## src/rtl/mem_pkg.sv

```systemverilog
// Shared constants for the memory arbiter: command codes, FSM state
// encoding, owner encoding and the latched-transaction record.
package mem_pkg;

    localparam logic MEM_CMD_READ  = 1'b0;
    localparam logic MEM_CMD_WRITE = 1'b1;

    localparam logic [1:0] ARB_IDLE   = 2'd0;
    localparam logic [1:0] ARB_ACCESS = 2'd1;
    localparam logic [1:0] ARB_RESP   = 2'd2;

    localparam logic OWNER_IMEM = 1'b0;
    localparam logic OWNER_DMEM = 1'b1;

    typedef struct packed {
        logic        owner;
        logic        cmd;
        logic [31:0] addr;
        logic [3:0]  mask;
        logic [31:0] wdata;
    } mem_xact_t;

endpackage

```

## src/rtl/mem_arbiter_if.sv

```systemverilog
// Bundle of fetch port, data port and memory command signals around mem_arbiter.
// slave = arbiter side, master = core + memory side.
interface mem_arbiter_if;

    logic        imem_req;
    logic [31:0] imem_addr;
    logic        imem_ready;
    logic        imem_resp_valid;
    logic [31:0] imem_resp_data;

    logic        dmem_req;
    logic        dmem_cmd;
    logic [31:0] dmem_addr;
    logic [3:0]  dmem_mask;
    logic [31:0] dmem_write_data;
    logic        dmem_ready;
    logic        dmem_resp_valid;
    logic [31:0] dmem_resp_data;

    logic [31:0] mem_addr;
    logic [3:0]  mem_mask;
    logic        mem_enable;
    logic        mem_cmd;
    logic [31:0] mem_write_data;
    logic [31:0] mem_load_data;
    logic        mem_valid;

    modport slave (
        input  imem_req, imem_addr,
        input  dmem_req, dmem_cmd, dmem_addr, dmem_mask, dmem_write_data,
        input  mem_load_data, mem_valid,
        output imem_ready, imem_resp_valid, imem_resp_data,
        output dmem_ready, dmem_resp_valid, dmem_resp_data,
        output mem_addr, mem_mask, mem_enable, mem_cmd, mem_write_data
    );

    modport master (
        output imem_req, imem_addr,
        output dmem_req, dmem_cmd, dmem_addr, dmem_mask, dmem_write_data,
        output mem_load_data, mem_valid,
        input  imem_ready, imem_resp_valid, imem_resp_data,
        input  dmem_ready, dmem_resp_valid, dmem_resp_data,
        input  mem_addr, mem_mask, mem_enable, mem_cmd, mem_write_data
    );

endinterface

```

## src/rtl/mem_arb_pick.sv

```systemverilog
// Combinational grant selection between fetch and data requesters.
// Macro MEM_ARBITER_RR_EN selects round-robin ties; otherwise dmem wins ties.
module mem_arb_pick
    import mem_pkg::*;
(
    input  logic i_imem_req,
    input  logic i_dmem_req,
    input  logic i_rr_ptr,
    output logic o_grant_imem,
    output logic o_grant_dmem
);

    logic w_imem_wins;

`ifdef MEM_ARBITER_RR_EN
    // The pointer only matters when both ports ask in the same cycle.
    assign w_imem_wins = i_imem_req && (!i_dmem_req || (i_rr_ptr == OWNER_IMEM));
`else
    logic w_unused_rr_ptr;
    assign w_unused_rr_ptr = i_rr_ptr;
    assign w_imem_wins     = i_imem_req && !i_dmem_req;
`endif

    assign o_grant_imem = w_imem_wins;
    assign o_grant_dmem = i_dmem_req && !w_imem_wins;

endmodule

```

## src/rtl/mem_arbiter.sv

```systemverilog
// Shares one single-port memory between fetch and load/store ports, one
// transaction in flight. Tie policy set by MEM_ARBITER_RR_EN (see mem_arb_pick).
module mem_arbiter
    import mem_pkg::*;
(
    input  logic          clk,
    input  logic          reset,
    mem_arbiter_if.slave  bus
);

    logic [1:0]  r_state;
    mem_xact_t   r_xact;
    logic [31:0] r_resp_data;
    logic        r_rr_ptr;

    logic        w_idle;
    logic        w_access;
    logic        w_resp;
    logic        w_grant_imem;
    logic        w_grant_dmem;
    logic        w_accept;
    mem_xact_t   w_next_xact;

    assign w_idle   = (r_state == ARB_IDLE);
    assign w_access = (r_state == ARB_ACCESS);
    assign w_resp   = (r_state == ARB_RESP);

    mem_arb_pick u_pick (
        .i_imem_req   (bus.imem_req),
        .i_dmem_req   (bus.dmem_req),
        .i_rr_ptr     (r_rr_ptr),
        .o_grant_imem (w_grant_imem),
        .o_grant_dmem (w_grant_dmem)
    );

    // Ready is held low during reset so every output reads 0 while it is asserted.
    assign bus.imem_ready = w_idle && !reset && w_grant_imem;
    assign bus.dmem_ready = w_idle && !reset && w_grant_dmem;
    assign w_accept       = bus.imem_ready || bus.dmem_ready;

    // NOTE: every variable gets a default at the top of always_comb so no path leaves it unassigned (no latch).
    always_comb begin
        w_next_xact.owner = OWNER_DMEM;
        w_next_xact.cmd   = bus.dmem_cmd;
        w_next_xact.addr  = bus.dmem_addr;
        w_next_xact.mask  = bus.dmem_mask;
        w_next_xact.wdata = (bus.dmem_cmd == MEM_CMD_WRITE) ? bus.dmem_write_data : '0;
        if (w_grant_imem) begin
            w_next_xact.owner = OWNER_IMEM;
            w_next_xact.cmd   = MEM_CMD_READ;
            w_next_xact.addr  = bus.imem_addr;
            w_next_xact.mask  = 4'hF;
            w_next_xact.wdata = '0;
        end
    end

    // NOTE: sequential state uses non-blocking assignments so all registers update from pre-edge values.
    // NOTE: every register here is small, so all of them take the async reset; nothing is left to power-up value.
    always_ff @(posedge clk or posedge reset) begin
        if (reset) begin
            r_state     <= ARB_IDLE;
            r_xact      <= '0;
            r_resp_data <= '0;
            r_rr_ptr    <= OWNER_IMEM;
        end else begin
            case (r_state)
                ARB_IDLE: begin
                    if (w_accept) begin
                        r_xact   <= w_next_xact;
                        r_rr_ptr <= ~r_rr_ptr;
                        r_state  <= ARB_ACCESS;
                    end
                end
                ARB_ACCESS: begin
                    r_resp_data <= ((r_xact.cmd == MEM_CMD_READ) && bus.mem_valid)
                                   ? bus.mem_load_data : '0;
                    r_state     <= ARB_RESP;
                end
                ARB_RESP: r_state <= ARB_IDLE;
                default:  r_state <= ARB_IDLE;
            endcase
        end
    end

    // mem_enable comes straight from the state register, so reset drops it at once.
    assign bus.mem_enable     = w_access;
    assign bus.mem_addr       = w_access ? r_xact.addr  : '0;
    assign bus.mem_mask       = w_access ? r_xact.mask  : '0;
    assign bus.mem_cmd        = w_access ? r_xact.cmd   : MEM_CMD_READ;
    assign bus.mem_write_data = w_access ? r_xact.wdata : '0;

    assign bus.imem_resp_valid = w_resp && (r_xact.owner == OWNER_IMEM);
    assign bus.dmem_resp_valid = w_resp && (r_xact.owner == OWNER_DMEM);
    assign bus.imem_resp_data  = bus.imem_resp_valid ? r_resp_data : '0;
    assign bus.dmem_resp_data  = bus.dmem_resp_valid ? r_resp_data : '0;

endmodule

```

## src/flat_wrapper.sv

```systemverilog
// flat-port wrapper written by rule: the top's interface ports become plain ports
module mem_arbiter_flat import mem_pkg::*;
  (clk, reset, bus_imem_req, bus_imem_addr, bus_dmem_req, bus_dmem_cmd, bus_dmem_addr, bus_dmem_mask, bus_dmem_write_data, bus_mem_load_data, bus_mem_valid, bus_imem_ready, bus_imem_resp_valid, bus_imem_resp_data, bus_dmem_ready, bus_dmem_resp_valid, bus_dmem_resp_data, bus_mem_addr, bus_mem_mask, bus_mem_enable, bus_mem_cmd, bus_mem_write_data);
  mem_arbiter_if bus_i ();
  input  logic clk;
  input  logic reset;
  input wire logic [$bits(bus_i.imem_req)-1:0] bus_imem_req;
  input wire logic [$bits(bus_i.imem_addr)-1:0] bus_imem_addr;
  input wire logic [$bits(bus_i.dmem_req)-1:0] bus_dmem_req;
  input wire logic [$bits(bus_i.dmem_cmd)-1:0] bus_dmem_cmd;
  input wire logic [$bits(bus_i.dmem_addr)-1:0] bus_dmem_addr;
  input wire logic [$bits(bus_i.dmem_mask)-1:0] bus_dmem_mask;
  input wire logic [$bits(bus_i.dmem_write_data)-1:0] bus_dmem_write_data;
  input wire logic [$bits(bus_i.mem_load_data)-1:0] bus_mem_load_data;
  input wire logic [$bits(bus_i.mem_valid)-1:0] bus_mem_valid;
  output wire logic [$bits(bus_i.imem_ready)-1:0] bus_imem_ready;
  output wire logic [$bits(bus_i.imem_resp_valid)-1:0] bus_imem_resp_valid;
  output wire logic [$bits(bus_i.imem_resp_data)-1:0] bus_imem_resp_data;
  output wire logic [$bits(bus_i.dmem_ready)-1:0] bus_dmem_ready;
  output wire logic [$bits(bus_i.dmem_resp_valid)-1:0] bus_dmem_resp_valid;
  output wire logic [$bits(bus_i.dmem_resp_data)-1:0] bus_dmem_resp_data;
  output wire logic [$bits(bus_i.mem_addr)-1:0] bus_mem_addr;
  output wire logic [$bits(bus_i.mem_mask)-1:0] bus_mem_mask;
  output wire logic [$bits(bus_i.mem_enable)-1:0] bus_mem_enable;
  output wire logic [$bits(bus_i.mem_cmd)-1:0] bus_mem_cmd;
  output wire logic [$bits(bus_i.mem_write_data)-1:0] bus_mem_write_data;
  assign bus_i.imem_req = bus_imem_req;
  assign bus_i.imem_addr = bus_imem_addr;
  assign bus_i.dmem_req = bus_dmem_req;
  assign bus_i.dmem_cmd = bus_dmem_cmd;
  assign bus_i.dmem_addr = bus_dmem_addr;
  assign bus_i.dmem_mask = bus_dmem_mask;
  assign bus_i.dmem_write_data = bus_dmem_write_data;
  assign bus_i.mem_load_data = bus_mem_load_data;
  assign bus_i.mem_valid = bus_mem_valid;
  assign bus_imem_ready = bus_i.imem_ready;
  assign bus_imem_resp_valid = bus_i.imem_resp_valid;
  assign bus_imem_resp_data = bus_i.imem_resp_data;
  assign bus_dmem_ready = bus_i.dmem_ready;
  assign bus_dmem_resp_valid = bus_i.dmem_resp_valid;
  assign bus_dmem_resp_data = bus_i.dmem_resp_data;
  assign bus_mem_addr = bus_i.mem_addr;
  assign bus_mem_mask = bus_i.mem_mask;
  assign bus_mem_enable = bus_i.mem_enable;
  assign bus_mem_cmd = bus_i.mem_cmd;
  assign bus_mem_write_data = bus_i.mem_write_data;
  mem_arbiter u_core (.clk(clk), .reset(reset), .bus(bus_i));
endmodule
```

## config.mk

```make
export PLATFORM = sky130hd
export DESIGN_NAME = mem_arbiter_flat
export DESIGN_NICKNAME = d
export VERILOG_FILES = /design/src/rtl/mem_pkg.sv /design/src/rtl/mem_arbiter_if.sv /design/src/rtl/mem_arb_pick.sv /design/src/rtl/mem_arbiter.sv /design/src/flat_wrapper.sv
export SDC_FILE = /design/constraint.sdc
export NUM_CORES = 1
export LEC_CHECK = 0
export ABC_CLOCK_PERIOD_IN_PS = 3500
export CAP_MARGIN = 20
export CORE_AREA = 5 5 125 127
export DETAILED_ROUTE_END_ITERATION = 12
export DIE_AREA = 0 0 130 132
export DONT_BUFFER_PORTS = 1
export GPL_ROUTABILITY_DRIVEN = 1
export HOLD_SLACK_MARGIN = 0.03
export SLEW_MARGIN = 20
export SYNTH_ARGS = -nofsm -noshare
export SYNTH_HDL_FRONTEND = slang
export SYNTH_SLANG_ARGS = --single-unit
```

## constraint.sdc

```tcl
create_clock -name clk -period 3.5 [get_ports clk]
set_clock_uncertainty 0.15 [all_clocks]
set_input_delay 0.525 -clock clk [delete_from_list [all_inputs] [get_ports clk]]
set_output_delay 0.525 -clock clk [all_outputs]
set_load 0.005 [all_outputs]
```

# == Word-level counts from Yosys, hierarchy flattened ==
# Index checks and enable logic that the tools add are counted.
# word_totals
wordCells,37
out_inout_bits,138
register_bits,104
inputBits,138
# classes
muxes,11
eq_ne,3
bitwise,2
n_reduce_logical,14
# op_table
cell,n
$mux W32,6
$mux W70,1
$logic_and A1 B1 Y1,8
$mux W4,1
$pmux W2 S2,1
$logic_not A1 Y1,3
$eq A2 B1 Y1 const B,1
$eq A2 B2 Y1 const B,1
$logic_not A2 Y1,1
$mux W2,1
$ne A2 B2 Y1 const B,1
$not A1 Y1,2
$reduce_and A2 Y1,1
$logic_or A1 B1 Y1,1
$mux W1,1

# == Logic depth before layout (Yosys ltp) ==
# logic_depth
depth_word,8
ltp_mapped,5
ltp_nobuf,4

# == Cells and area by module ==
# From an unflattened synthesis, not the netlist that was laid out.
# hier_totals
hier_cells,424
area_unflattened_um2,5260.0
# modules_own_cells
module,area_per_inst_um2,instances,cells_each,seq_area_each_um2
mem_arbiter,5250.0,1,422,2627.5
mem_arb_pick,10.0,1,2,0.0

# == Worst setup path after synthesis ==
# Ideal clock, no wire load.
# synth_timing
path_type,reg-to-output
from,register u_core.r_state[1]
to,output port bus_mem_addr[22]
stages_incl_launch_ff,6
arrival_time_ns,1.229
t_required_ns,2.825
slack_ns,1.596
n_path_buf,2
path_cell_list,dfrtp_1 > nand2b_1 > buf_2 > inv_1 > clkbuf_1 > and2_1
# synth_via
elab_chain_cells,2
# synth_rtl
element,line_no,text
start: declaration,mem_arbiter.sv:11,logic [1:0] r_state;
start signal: assignment,mem_arbiter.sv:61,r_state <= ARB_IDLE;
start signal: assignment,mem_arbiter.sv:71,r_state <= ARB_ACCESS;
start signal: assignment,mem_arbiter.sv:77,r_state <= ARB_RESP;
$eq A2 B1 Y1,mem_arbiter.sv:25,assign w_access = (r_state == ARB_ACCESS);
named net bus_mem_enable,flat_wrapper.sv:24,output wire logic [$bits(bus_i.mem_enable)-1:0] bus_mem_enable;
$mux W32,mem_arbiter.sv:87,assign bus.mem_addr = w_access ? r_xact.addr : '0;
end: declaration,flat_wrapper.sv:22,output wire logic [$bits(bus_i.mem_addr)-1:0] bus_mem_addr;
# The timed path passes the listed nets, and every way through them passes these cells.

# == Final worst setup path ==
# layout_timing
from,register u_core.r_state[1]
to,output port bus_mem_write_data[2]
# layout_via
elab_chain_cells,2
# layout_rtl
element,line_no,text
$eq A2 B1 Y1,mem_arbiter.sv:25,
$mux W32,mem_arbiter.sv:90,assign bus.mem_write_data = w_access ? r_xact.wdata : '0;
end: declaration,flat_wrapper.sv:26,output wire logic [$bits(bus_i.mem_write_data)-1:0] bus_mem_write_data;
# Every way passes these cells.

==> flow_metrics.py <==
metrics = {
    "synthesis": {
        "syn_avg_cell_area_um2": 12.7,
        "synth_cell_types": 25,
        "yosys.area_share.simple": 0.171,
        "synth_top_family_by_area": "multiplexers",
        "synth_adder_area_share": 0,
        "synth_xor_area_frac": 0,
        "ys.warnings.count": 0,
        "async_flop_share": 1.00,
        "seq_area_frac_synth": 0.488,
        "synth_edf_count": 0,
        "synth-seq-cells": 104,
        "synthMuxAreaShare": 0.176,
        "synthCells": 421,
        "synth_area_um2": 5340,
        "synth_flop_cell": "dfrtp_1",
        "synth-compound-area-share": 0.118,
        "syn_nets": 559,
    },
    "timing": {
        "fmax_mhz": 374,
        "final-setup-viol-count": 0,
        "grt_setup_unrepaired": "false",
        "min_period_ps": 2670,
        "hold_viol_final": 0,
        "worst_slew_pin_slew_ps": 959,
        "fin_tns_setup_ps": 0,
        "slew_headroom": 0.358,
        "slew_violations": 0,
        "fin_crit_sh": 0.763,
    },
    "cells_and_area": {
        "drive_above_1_share": 0.234,
        "final_area_um2": 5750,
        "antenna_cells": 0,
        "syn_to_final_growth_pct": 7.69,
        "layout.nets": 545,
    },
    "drt": {
        "dr.pass1.iters": 4,
        "drt_first_iter_violations": 87,
        "vias": 3180,
        "post_drt_via_cell_ratio": 5.34,
        "drcViolationCount": 0,
        "postRouteAntennaNets": 0,
        "wire_per_inst_um": 22.2,
        "wirelength_mm": 13.2,
    },
    "global_route": {
        "grt_pass1_vias": 3479,
        "antenna_found_initial": 0,
        "track_usage": 0.154,
        "grt_pass1_wl_mm": 20.3,
        "overflow": 0,
        "grt_max_degree": 58,
    },
    "clock_tree": {
        "holdBufCountCts": 1,
        "cts_setup_buffers": 0,
        "htree_num_levels": 3,
        "clockBufferDepth": 2,
        "insertion_delay_ps": 340,
        "cts.sinks": 104,
        "ctsResizeCount": 0,
        "cts_made_buffers": 9,
        "cts_tree": "built",
        "ctsRootBufferMaster": "clkbuf_16",
        "clk_pin_slew_ps": 70,
    },
    "flow_run": {
        "cap_violations": 0,
    },
    "worst_setup_path": {
        "end_kind": "output port",
        "startpoint_type": "flip-flop",
        "crit_path_max_fanout": 51,
        "reg2reg_depth": 4,
        "worstPathArrival_ps": 2000,
        "crit_type": "flip-flop to output port",
        "worstPathRequired_ps": 2820,
    },
    "die": {
        "die_x_um": 130,
        "core_um2": 14300,
        "rows": 44,
        "fp.dieH_um": 132,
        "dieArea_um2": 17200,
        "io_pins": 276,
        "start_util": 0.373,
    },
    "min_path": {
        "hp-class": "primary input to flip-flop",
        "hold_depth": 1,
    },
    "power_and_ir_drop": {
        "p_leak_uw": 0.00270,
        "ir_drop_v": 0.000218,
        "p_per_area_nw_per_um2": 556,
    },
    "run_status": {
        "status": "completed",
    },
    "placement": {
        "routabilityCongestion": 0.733,
        "hpwl_mm": 9.88,
        "placed_area_um2": 5440,
        "io_buffer_count": 0,
    },
}
[per-layer routing]
layer / routed length, um / vias up / track usage
li1: - / 1424 / -
met1: 5110 / 1548 / 0.188
met2: 6340 / 195 / 0.245
met3: 1520 / 13 / 0.0592
met4: 255 / 0 / 0.0583
met5: 0 / - / 0
[logic make-up after synthesis]
logic type,Yosys count
compound gates,71
flops,104
mux,64
buf+inv,39
simple gates,143
[stage by stage]
stage,cells,utilization,setup WS (ps),hold WS [ps],total power (uW)
2_1_floorplan,421,-,92.8,314,2080
3_3_place_gp,578,0.378,893,330,2190
3_5_place_dp,579,0.380,807,314,2220
4_1_cts,595,0.401,779,135,3250
5_1_grt,595,0.401,614,132,3390
6_report,595,0.401,829,157,3190
[Yosys cell counts (3+ instances only)]
cell	n	area (um2)
a22o_1	64	561
and2_1	133	832
buf_12	3	60.1
buf_4	6	45.0
buf_6	4	45.0
clkbuf_1	18	67.6
dfrtp_1	104	2600
inv_1	4	15.0
mux2_2	6	67.6
mux2_4	58	871
o22a_1	4	35.0
[where the power goes]
group	switching (uW)	leakage [uW]	internal (uW)
registers	152	0.00132	1440
logic	247	0.00124	349
clock network	450	0.000138	555
total	848	0.00270	2350
[worst max-delay path: stages (launching register included)]
cell and delay, ps:
dfrtp_1 440, nand2b_1 160, clkinv_1 440, buf_12 360, and2_1 220
[cells in the final DEF (no fill, tap or decap), types with 2 or more instances in the layout]
cell type,instances
mux2_4,58
nand2_1,2
o22a_1,4
inv_1,2
and2_1,133
clkbuf_16,9
clkinvlp_4,2
inv_6,2
dfrtp_1,104
buf_4,6
a22o_1,64
mux2_2,6
[sequential cells by signal (all words and copies together), names as in the netlist]
signal              flops
u_core.r_xact          70
u_core.r_resp_data     32
u_core.r_state          2
[path summary, 6_finish.rpt]
check	start	endpoint	slack, ps
min in group asynchronous	reset	u_core.r_xact[49]	560
max	u_core.r_state[1]	bus_mem_write_data[2]	830
max in group asynchronous	reset	u_core.r_resp_data[1]	2010
min reg2reg	u_core.r_xact[7]	u_core.r_xact[7]	350
min	bus_dmem_write_data[5]	u_core.r_xact[5]	160
max reg2reg	u_core.r_state[0]	u_core.r_xact[52]	1220
[cell type report]
type | count | area, um2
fill | 1355 | 8570
sequential | 104 | 2600
multi-input combinational | 278 | 2490
tap | 184 | 230
clock buffer | 9 | 225
timing repair buffer | 9 | 103
clock inverter | 6 | 67.6
inverter | 5 | 26.3
Power figures use the tool's default switching activity.
